$ cat config.mk
export PLATFORM = sky130hd
export DESIGN_NAME = serial_adder
export DESIGN_NICKNAME = d
export VERILOG_FILES = /design/src/rtl/serial_adder_pkg.sv /design/src/rtl/full_adder.sv /design/src/rtl/half_adder.sv /design/src/rtl/serial_adder.sv
export SDC_FILE = /design/constraint.sdc
export NUM_CORES = 1
export LEC_CHECK = 0
export CAP_MARGIN = 20
export CORE_UTILIZATION = 40
export DETAILED_ROUTE_END_ITERATION = 8
export PLACE_DENSITY = 0.64
export SLEW_MARGIN = 5
export SYNTH_ARGS = -nofsm -noshare
export SYNTH_HDL_FRONTEND = slang
export SYNTH_SLANG_ARGS = --single-unit
$ cat constraint.sdc
create_clock -name clk -period 1.5 [get_ports clk]
set_clock_uncertainty 0.1 [all_clocks]
set_input_delay 0.45 -clock clk [delete_from_list [all_inputs] [get_ports clk]]
set_output_delay 0.45 -clock clk [all_outputs]
set_load 0.01 [all_outputs]
$ cat src/rtl/serial_adder_pkg.sv
// Shared types and defaults for the bit-serial adder.
package serial_adder_pkg;
    typedef enum logic [1:0] {IDLE, SHIFT, DONE} sa_state_t;
    localparam int SA_DEFAULT_WIDTH = 8;
endpackage

$ cat src/rtl/full_adder.sv
// Combinational full-adder cell built from two half adders and an OR gate.
module full_adder (
    input  logic a,
    input  logic b,
    input  logic cin,
    output logic sum,
    output logic cout
);
    logic w_s1;
    logic w_c1;
    logic w_c2;

    half_adder u_ha0 (
        .a     (a),
        .b     (b),
        .sum   (w_s1),
        .carry (w_c1)
    );

    half_adder u_ha1 (
        .a     (w_s1),
        .b     (cin),
        .sum   (sum),
        .carry (w_c2)
    );

    assign cout = w_c1 | w_c2;
endmodule

$ cat src/rtl/half_adder.sv
// Single-bit half adder: sum is the XOR, carry is the AND of the two inputs.
module half_adder (
    input  logic a,
    input  logic b,
    output logic sum,
    output logic carry
);
    assign sum   = a ^ b;
    assign carry = a & b;
endmodule

$ cat src/rtl/serial_adder.sv
// Bit-serial WIDTH-bit adder: one full-adder cell processes LSB-first, one bit per clock.
module serial_adder
    import serial_adder_pkg::*;
#(
    parameter int WIDTH = SA_DEFAULT_WIDTH
) (
    input  logic             clk,
    input  logic             rst_n,
    input  logic             start,
    input  logic [WIDTH-1:0] a_in,
    input  logic [WIDTH-1:0] b_in,
    output logic             busy,
    output logic             done,
    output logic [WIDTH-1:0] sum_out,
    output logic             carry_out
);
    localparam int CW = $clog2(WIDTH);

    sa_state_t        r_state;
    sa_state_t        w_next;
    logic [WIDTH-1:0] r_a;
    logic [WIDTH-1:0] r_b;
    logic [WIDTH-1:0] r_sum;
    logic             r_carry;
    logic [CW-1:0]    r_count;
    logic             w_fa_s;
    logic             w_fa_c;
    logic             w_last;

    assign w_last = (r_count == CW'(WIDTH - 1));

    full_adder u_fa (
        .a    (r_a[0]),
        .b    (r_b[0]),
        .cin  (r_carry),
        .sum  (w_fa_s),
        .cout (w_fa_c)
    );

    always_ff @(posedge clk or negedge rst_n) begin
        if (!rst_n) begin
            r_state <= IDLE;
        end else begin
            r_state <= w_next;
        end
    end

    always_comb begin
        w_next = r_state;
        case (r_state)
            IDLE:    if (start) w_next = SHIFT;
            SHIFT:   if (w_last) w_next = DONE;
            DONE:    w_next = IDLE;
            default: w_next = IDLE;
        endcase
    end

    always_comb begin
        busy = (r_state != IDLE);
        done = (r_state == DONE);
    end

    // Sum bits enter at the MSB so after WIDTH shifts bit 0 sits at the LSB.
    always_ff @(posedge clk or negedge rst_n) begin
        if (!rst_n) begin
            r_a     <= '0;
            r_b     <= '0;
            r_sum   <= '0;
            r_carry <= 1'b0;
            r_count <= '0;
        end else begin
            case (r_state)
                IDLE: begin
                    if (start) begin
                        r_a     <= a_in;
                        r_b     <= b_in;
                        r_sum   <= '0;
                        r_carry <= 1'b0;
                        r_count <= '0;
                    end
                end
                SHIFT: begin
                    r_sum   <= {w_fa_s, r_sum[WIDTH-1:1]};
                    r_a     <= {1'b0, r_a[WIDTH-1:1]};
                    r_b     <= {1'b0, r_b[WIDTH-1:1]};
                    r_carry <= w_fa_c;
                    if (!w_last) begin
                        r_count <= r_count + CW'(1);
                    end
                end
                default: ;
            endcase
        end
    end

    assign sum_out   = r_sum;
    assign carry_out = r_carry;
endmodule
# Word level (Yosys, flattened, before mapping)
# Index checks and enable logic that the tools add are counted.
[word_totals]
register_bits = 30
in_bits = 19
output_inout_bits = 11
wordCells = 38
[classes]
n_addsub = 1
n_eq_ne = 6
muxes = 14
n_bitwise = 5
n_reduce_logical = 6
[ops]
columns = ["op", "count"]
rows = [
  ["one-hot mux 8 bit (2 select lines)", 3],
  ["2-to-1 mux 8 bit", 3],
  ["2-to-1 mux 3 bit", 2],
  ["!= test 2 bit (second input constant)", 3],
  ["one-hot mux 3 bit (2 select lines)", 1],
  ["2-to-1 mux 2 bit", 2],
  ["one-hot mux 2 bit (2 select lines)", 1],
  ["AND reduction 2 bit", 2],
  ["nonzero test 2 bit", 2],
  ["adder 3 x 1 -> 3 bit (second input constant)", 1],
  ["== test 3 bit (second input constant)", 1],
  ["AND reduction 3 bit", 1],
  ["bitwise AND 1 bit", 2],
  ["== test 2 x 1 -> 1 bit (second input constant)", 1],
  ["== test 2 bit (second input constant)", 1],
  ["zero test 2 bit", 1],
  ["one-hot mux 1 bit (2 select lines)", 1],
  ["bitwise XOR 1 bit", 2],
  ["2-to-1 mux 1 bit", 1],
  ["bitwise OR 1 bit", 1],
]

# Longest topological paths before layout
# Gate-level depths: netlist (run 1).
[logic_depth]
ltp_word = 4
ltp_mapped = 5
mapped_depth_nobuf = 4

# Modules after synthesis
# From an unflattened synthesis (run 1), not the netlist that was laid out.
[unflattened]
hier_cells = 135
area_unflattened_um2 = 1655.3
[modules_own_cells]
columns = ["mod", "instances", "cells_per_inst", "area_per_inst_um2", "seq_area_each_um2"]
rows = [
  ["serial_adder", 1, 132, 1624.1, 750.7],
  ["half_adder", 2, 1, 12.5, 0.0],
  ["full_adder", 1, 1, 6.3, 0.0],
]

# Worst setup path before layout (run 1)
# OpenSTA, ideal clock, no wires.
[synth_path]
path_type = "register -> output"
startpoint = "register r_state[1]"
endpoint = "output port done"
t_arrival_ns = 1.047
path_slack_ns = -0.097
path_stages_with_launch = 5
cell_sequence = "dfrtp_1 -> clkbuf_2 -> buf_2 -> buf_4 -> nor2b_1"
[synth_via]
elab_chain_cells = 1
[synth_lines]
columns = ["item", "line", "rtl"]
rows = [
  ["start: declaration", "serial_adder.sv:19", "sa_state_t r_state;"],
  ["start signal: assignment", "serial_adder.sv:44", "r_state <= w_next;"],
  ["== test 2 bit", "serial_adder.sv:60", "done = (r_state == DONE);"],
  ["end: declaration", "serial_adder.sv:13", "output logic done,"],
]
# No other way between the ends.

# Final worst setup path (run 1)
[layout_path]
startpoint = "register r_state[1]"
endpoint = "output port busy"
[layout_via]
elab_chain_cells = 1
[layout_lines]
columns = ["item", "line", "rtl"]
rows = [
  ["nonzero test 2 bit", "serial_adder.sv:59", "busy = (r_state != IDLE);"],
  ["end: declaration", "serial_adder.sv:12", "output logic busy,"],
]
# No other way between the ends.

==> flow_summary_export.csv, run 1 <==
group,metric,value,unit
detailed_routing,drt-total-wl,3510,um
critical_path,reg2reg_to,"r_b[1]$_DFFE_PN0P_",
yosys,syn_avg_cell_area,11.81,sq um
floorplanning,dieArea,3938,sq um
timing,max_slew_margin,0.7686,
yosys,ys.flop_type,"dfrtp_1",
clocking,cts_buffer_depth,2,
detailed_routing,drt_first_pass_iters,4,
clocking,cts_max_level,2,
critical_path,crit_type,"reg2out",
yosys,synth_top_cell_area_share,0.5085,
detailed_routing,top_layer,"met4",
global_routing,grt_pass1_wl,5727,um
placed_design,dpl.hpwl,2111,um
timing,fmax,613.1,MHz
yosys,yosysTopAreaCell,"dfrtp_1",
final_layout,seq_area,752.0,sq um
power_and_ir_drop,switchingPower,0.001368,W
timing,rsz0062_at_grt,"true",
power_and_ir_drop,clockPowerShare,0.240,
power_and_ir_drop,total_leakage_power,0.9292,nW
critical_path,startpoint,"r_state[1]$_DFFE_PN0P_",
timing,fin_crit_sh,1.087,
final_layout,fillers,292,
power_and_ir_drop,power_frac_seq,0.330,
final_layout,design_area,2136,sq um
yosys,synth.distinct_cells,29,
final_layout,final_cells,215,
timing,tightest_slew,342.3,ps
detailed_routing,m1WireLength,1611,um
yosys,syn-instance-count,125,
yosys,seq_area_frac_synth,0.5085,
power_and_ir_drop,max-vdd-ir-drop,0.0009101,V
critical_path,worst-r2r-cell-count,4,
clocking,clock-sinks,30,
clocking,cts_tree,"done",
placed_design,place_inst,199,
placed_design,gp_congestion,0.7455,
clocking,holdBufCountCts,0,
floorplanning,ioPinCount,30,
clocking,clk_latency,280,ps
critical_path,cp.arrival,1080,ps
detailed_routing,wl_met2,1650,um
power_and_ir_drop,p_per_area,2014,nW/um^2
placed_design,port_buffers,29,
floorplanning,rows,21,
global_routing,grt_pass1_vias,1221,
global_routing,antenna_found_initial,0,
worst_hold_path,hp-class,"in2async",
yosys,syn_nets,147,
outcome,outcome,"complete, but fails checks",
critical_path,crit_path_end,"busy",
detailed_routing,first_iter_violations,62,
critical_path,worstReg2RegStart,"r_state[1]$_DFFE_PN0P_",
timing,period_needed,1631,ps
floorplanning,die_y,62.76,um
clocking,clk_pin_slew_worst_paths,70,ps
yosys,synth_area,1476,sq um
critical_path,r2r_slack,-100,ps
floorplanning,start_util,0.4289,
critical_path,start_kind,"flop",
final_layout,layout-drive-gt1-share,0.3195,
yosys,ys_async_sr_fraction,1.000,
detailed_routing,detail-route-antenna-nets,0,
floorplanning,placeableCoreArea,3442,sq um
critical_path,crit_required,950,ps
timing,whs,423.7,ps
clocking,cts-root-buf,"clkbuf_8",
critical_path,critPathMaxFanout,4,
final_layout,final_nets,190,
placed_design,dpl_cell_area,1853,sq um
power_and_ir_drop,p_int,0.002934,W
yosys,synth_area_leaders,"dfrtp_1 (51%), a22o_1 (5.3%), o221a_2 (5.3%)",
global_routing,track_usage,0.1931,
outcome,violations,"negative setup slack",
final_layout,final_util,0.6205,
global_routing,overflow,0,
power_and_ir_drop,p_total,0.004302,W
final_layout,areaGrowthSynthToFinish,44.66,%
power_and_ir_drop,switching_share,0.3180,
detailed_routing,drc,0,
final_layout,multi_input_area,670.6,sq um
timing,fin_ws,-131.1,ps
yosys,synth_edf_count,0,
timing,hold_viol,0,
critical_path,critPathCaptureType,"output pin",
detailed_routing,drt-wirelength-per-cell,16.33,um
timing,slew_viol_final,0,
power_and_ir_drop,power_frac_comb,0.430,
floorplanning,dieWidth,62.76,um
yosys,synth-seq-cells,30,
timing,finalSetupViolations,9,
detailed_routing,routed-wl-met3,179,um
detailed_routing,via_count,1208,
detailed_routing,vias_per_cell,5.619,
global_routing,grt_max_degree,31,
yosys,synth_warnings,0,
final_layout,antenna_cells,0,
clocking,cts_buffers,5,
run,drv_cap,0,
-- worst min path at each step --
| stage | slack, ps | from | endpoint | depth (start not counted) |
|---|---|---|---|---|
| floorplan | 50 | rst_n | carry_out$_DFFE_PN0P_ | 0 |
| global placement | 390 | sum_out[0]$_DFFE_PN0P_ | sum_out[0]$_DFFE_PN0P_ | 1 |
| detailed placement | 390 | r_a[7]$_DFFE_PN0P_ | r_a[7]$_DFFE_PN0P_ | 1 |
| CTS | 410 | sum_out[0]$_DFFE_PN0P_ | sum_out[0]$_DFFE_PN0P_ | 1 |
| global route | 430 | rst_n | r_b[3]$_DFFE_PN0P_ | 2 |
| finish | 420 | rst_n | r_b[2]$_DFFE_PN0P_ | 2 |
-- cell families (layout without fill, tap and decap cells) --
| logic type | count (synthesis) | in the layout | share of synthesized area |
|---|---|---|---|
| adders and majority gates | 3 | 3 | 0.03051 |
| buffers and inverters | 22 | 66 | 0.07373 |
| DFF | 30 | 30 | 0.5085 |
| and+or+nand+nor | 39 | 39 | 0.1932 |
| AOI/OAI and AO/OA | 31 | 31 | 0.1941 |
-- through the flow --
| step | TNS [ps] | setup slack (ps) |
|---|---|---|
| final | -663.7 | -131.1 |
| after global routing | -1014 | -162.8 |
| after CTS | -322.6 | -137.6 |
| after detailed placement | -11970 | -451.5 |
| after global placement | -11620 | -441.4 |
| after floorplan | -30.40 | -30.40 |
-- per-layer routing --
metal | vias to the layer above | track usage
met5 | - | 0
met4 | 0 | 0.09593
met3 | 5 | 0.06022
met2 | 34 | 0.2935
met1 | 614 | 0.2474
li1 | 555 | -
-- layout make-up --
type / instances / share of cell area
multi-input cells: 73 / 0.3140
flip-flops and latches: 30 / 0.3521
well taps: 46 / 0.02695
clock inverters: 2 / 0.02812
clock buffers: 6 / 0.03866
inverters: 10 / 0.01757
repair buffers: 48 / 0.2226
-- registers in the layout, indices dropped and copies added, names as in the netlist --
register / count
r_a: 8
r_b: 8
sum_out: 8
r_count: 3
r_state: 2
carry_out: 1
-- power groups by stage --
stage | clock network (W) | registers [W] | logic (W)
floorplan | 0 | 0.00143 | 0.00103
global placement | 0 | 0.00142 | 0.00156
detailed placement | 0 | 0.00144 | 0.00160
CTS | 0.00105 | 0.00141 | 0.00173
global route | 0.00109 | 0.00146 | 0.00203
finish | 0.00103 | 0.00142 | 0.00185
-- layout by cell type, fill, tap and decap left out, types with 2 or more instances in the layout --
| cell | instances |
|---|---|
| buf_4 | 14 |
| a211oi_2 | 4 |
| o221a_2 | 7 |
| nand3_1 | 3 |
| a22o_1 | 9 |
| buf_12 | 3 |
| or2_4 | 2 |
| bufinv_16 | 2 |
| nand2_1 | 5 |
| o221ai_1 | 2 |
| clkbuf_8 | 6 |
| clkdlybuf4s50_1 | 17 |
| nor4b_1 | 7 |
| or4b_1 | 7 |
| nand2b_1 | 2 |
| nor3b_1 | 7 |
| dfrtp_1 | 29 |
| inv_1 | 10 |
| clkdlybuf4s15_1 | 6 |
| a211oi_1 | 3 |
| clkbuf_2 | 3 |
-- Yosys cell counts (all sizes together), types with 3 or more instances --
| cell | instances |
|---|---|
| nor3b | 7 |
| nand3 | 3 |
| or4b | 7 |
| nor4b | 7 |
| buf | 7 |
| o221ai | 3 |
| clkbuf | 5 |
| o221a | 7 |
| nand2 | 5 |
| dfrtp | 30 |
| a22o | 9 |
| inv | 10 |
| a211oi | 7 |
-- worst max-delay path, stage by stage (launching register included) --
cell and delay (ps):
dfrtp_1 410, or2_4 270, buf_6 120
-- what timing repair did --
action | in CTS | in global routing
gates cloned | 0 | 1
pin swaps | 1 | 1
setup buffers | 6 | 1
gates resized for setup | 31 | 17
endpoints found under the setup margin | 40 | 16
(Power assumes the default switching activity.)
==> run 2, diff against run 1 <==
- PLACE_DENSITY: 0.64 -> not set
- PLACE_DENSITY_LB_ADDON: not set -> 0.12
==> run 2 against run 1 <==
Wire length fell by 7.9%; sequential share of layout area rose by 0.74 points; sequential cell count stayed put; first-iteration DRC count up 26%; critical path type unchanged; highest routed layer unchanged; via count shrank 4.1%; total power fell by 9.6%; sequential power about the same; global-route usage shrank 0.45 points; non-clock buffer count unchanged; fmax increased by 1.2%; the flow still finishes with violations (negative setup slack); design area decreased by 2.1%.
==> flow_summary_export.csv, run 2 (synthesized netlist as in run 1, its figures left out) <==
group,metric,value,unit
outcome,outcome,"complete, but fails checks",
outcome,violations,"negative setup slack",
critical_path,worst-r2r-cell-count,4,
power_and_ir_drop,p_per_area,1860,nW/um^2
final_layout,final_util,0.6078,
detailed_routing,first_iter_violations,78,
critical_path,start_kind,"flop",
timing,finalSetupViolations,9,
critical_path,crit_chain,"or2_4 -> buf_6",
power_and_ir_drop,switchingPower,0.001342,W
power_and_ir_drop,total_leakage_power,0.9000,nW
global_routing,track_usage,0.1886,
timing,period_needed,1612,ps
power_and_ir_drop,switching_share,0.3450,
floorplanning,dieWidth,62.76,um
critical_path,cp.arrival,1060,ps
critical_path,slowest_delay,400,ps
final_layout,areaGrowthSynthToFinish,41.70,%
placed_design,place_inst,198,
power_and_ir_drop,clockPowerShare,0.153,
clocking,cts_buffers,5,
timing,fin_ws,-112.2,ps
final_layout,fillers,297,
timing,fin_crit_sh,1.075,
critical_path,startpoint,"r_state[1]$_DFFE_PN0P_",
detailed_routing,drt_first_pass_iters,4,
placed_design,dp_slack,-413.1,ps
placed_design,port_buffers,29,
global_routing,antenna_found_initial,0,
clocking,cts_tree,"done",
final_layout,layout-drive-gt1-share,0.3274,
power_and_ir_drop,max-vdd-ir-drop,0.0008768,V
critical_path,slowest_stage,"dfrtp_1",
timing,max_slew_margin,0.7651,
placed_design,dpl.hpwl,2079,um
detailed_routing,drt-wirelength-per-cell,15.11,um
clocking,holdBufCountCts,0,
critical_path,r2r_slack,-70,ps
timing,fmax,620.3,MHz
power_and_ir_drop,p_int,0.002548,W
critical_path,reg2reg_to,"r_b[3]$_DFFE_PN0P_",
placed_design,gp_congestion,0.7251,
critical_path,critPathMaxFanout,3,
timing,rsz0062_at_grt,"true",
critical_path,crit_buf_inv,1,
floorplanning,rows,21,
timing,tightest_slew,347.4,ps
clocking,clk_latency,280,ps
timing,slew_viol_final,0,
power_and_ir_drop,power_frac_comb,0.485,
critical_path,crit_type,"reg2out",
clocking,cts-root-buf,"clkbuf_8",
global_routing,grt_max_degree,35,
final_layout,antenna_cells,0,
global_routing,grt_pass1_wl,5623,um
final_layout,final_nets,190,
global_routing,overflow,0,
floorplanning,start_util,0.4289,
worst_hold_path,hp-class,"reg2reg",
critical_path,crit_path_end,"busy",
floorplanning,placeableCoreArea,3442,sq um
detailed_routing,detail-route-antenna-nets,0,
global_routing,grt_pass1_vias,1170,
final_layout,layout_common_cells,"dfrtp_1 (29), clkdlybuf4s50_1 (17), buf_4 (12), inv_1 (10), a22o_1 (9)",
clocking,clock-sinks,30,
clocking,clk_pin_slew_worst_paths,60,ps
clocking,cts_buffer_depth,2,
floorplanning,die_y,62.76,um
placed_design,dpl_cell_area,1858,sq um
clocking,cts_max_level,2,
critical_path,worstReg2RegStart,"r_state[1]$_DFFE_PN0P_",
critical_path,critPathCaptureType,"output pin",
detailed_routing,drc,0,
detailed_routing,drt-total-wl,3233,um
detailed_routing,via_count,1159,
final_layout,final_cells,214,
power_and_ir_drop,power_frac_seq,0.361,
critical_path,path_depth,2,
timing,hold_viol,0,
final_layout,final_common_cell,"dfrtp_1",
floorplanning,dieArea,3938,sq um
floorplanning,ioPinCount,30,
critical_path,crit_required,950,ps
final_layout,design_area,2092,sq um
critical_path,cpLargestDelayFamily,"flip-flops",
detailed_routing,vias_per_cell,5.416,
run,drv_cap,0,
==> run 2: worst min-delay path by stage <==
stage | start | endpoint | slack [ps] | cells past startpoint
after floorplan | rst_n | carry_out$_DFFE_PN0P_ | 50 | 0
after global placement | r_a[7]$_DFFE_PN0P_ | r_a[7]$_DFFE_PN0P_ | 380 | 1
after detailed placement | r_a[7]$_DFFE_PN0P_ | r_a[7]$_DFFE_PN0P_ | 380 | 1
after CTS | r_a[7]$_DFFE_PN0P_ | r_a[7]$_DFFE_PN0P_ | 400 | 1
after global routing | rst_n | sum_out[5]$_DFFE_PN0P_ | 440 | 2
final | r_a[7]$_DFFE_PN0P_ | r_a[7]$_DFFE_PN0P_ | 400 | 1
==> run 2: per-layer routing <==
metal	vias up	share of wire	global-route usage
met4	0	0.021	0.07849
li1	553	-	-
met3	8	0.053	0.07664
met5	-	0	0
met2	27	0.47	0.2813
met1	571	0.46	0.2412
==> run 2: what timing repair did <==
item                                    CTS  global route
gates cloned                              1             0
endpoints found under the setup margin   39            26
resized for setup                        33            21
buffers inserted                          7             1
endpoints found under the hold margin     0             0
pin swaps                                 2             2
==> run 2: area by class of cell <==
| class | count | area [sq um] | area share |
|---|---|---|---|
| Clock buffer | 7 | 76.32 | 0.03648 |
| Multi-Input combinational cell | 73 | 694.4 | 0.3319 |
| Inverter | 10 | 37.54 | 0.01794 |
| Tap cell | 46 | 57.56 | 0.02751 |
| Timing Repair Buffer | 48 | 474.2 | 0.2267 |
| Sequential cell | 30 | 752.0 | 0.3594 |
==> run 2: power groups by stage <==
stage,Sequential [W],Combinational (W),Clock (W)
detailed placement,0.00143,0.00162,0
global placement,0.00141,0.00153,0
finish,0.00141,0.00189,0.000596
global route,0.00145,0.00207,0.000674
floorplan,0.00143,0.00103,0
CTS,0.00140,0.00178,0.000616
==> run 2: worst reg2reg max path, cell delays in order (launching register included) <==
cell and delay, ps:
dfrtp_1 400, buf_4 150, buf_12 140, or4b_1 520
o221a_2 140
==> run 2: per-stage QoR <==
| step | setup TNS (ps) | total power (W) | hold WS [ps] |
|---|---|---|---|
| floorplan | -30.40 | 0.002464 | 54.41 |
| global placement | -9980 | 0.002944 | 379.0 |
| detailed placement | -10650 | 0.003047 | 380.5 |
| CTS | -644.0 | 0.003796 | 398.1 |
| global route | -903.6 | 0.004193 | 443.1 |
| finish | -499.6 | 0.003891 | 396.4 |
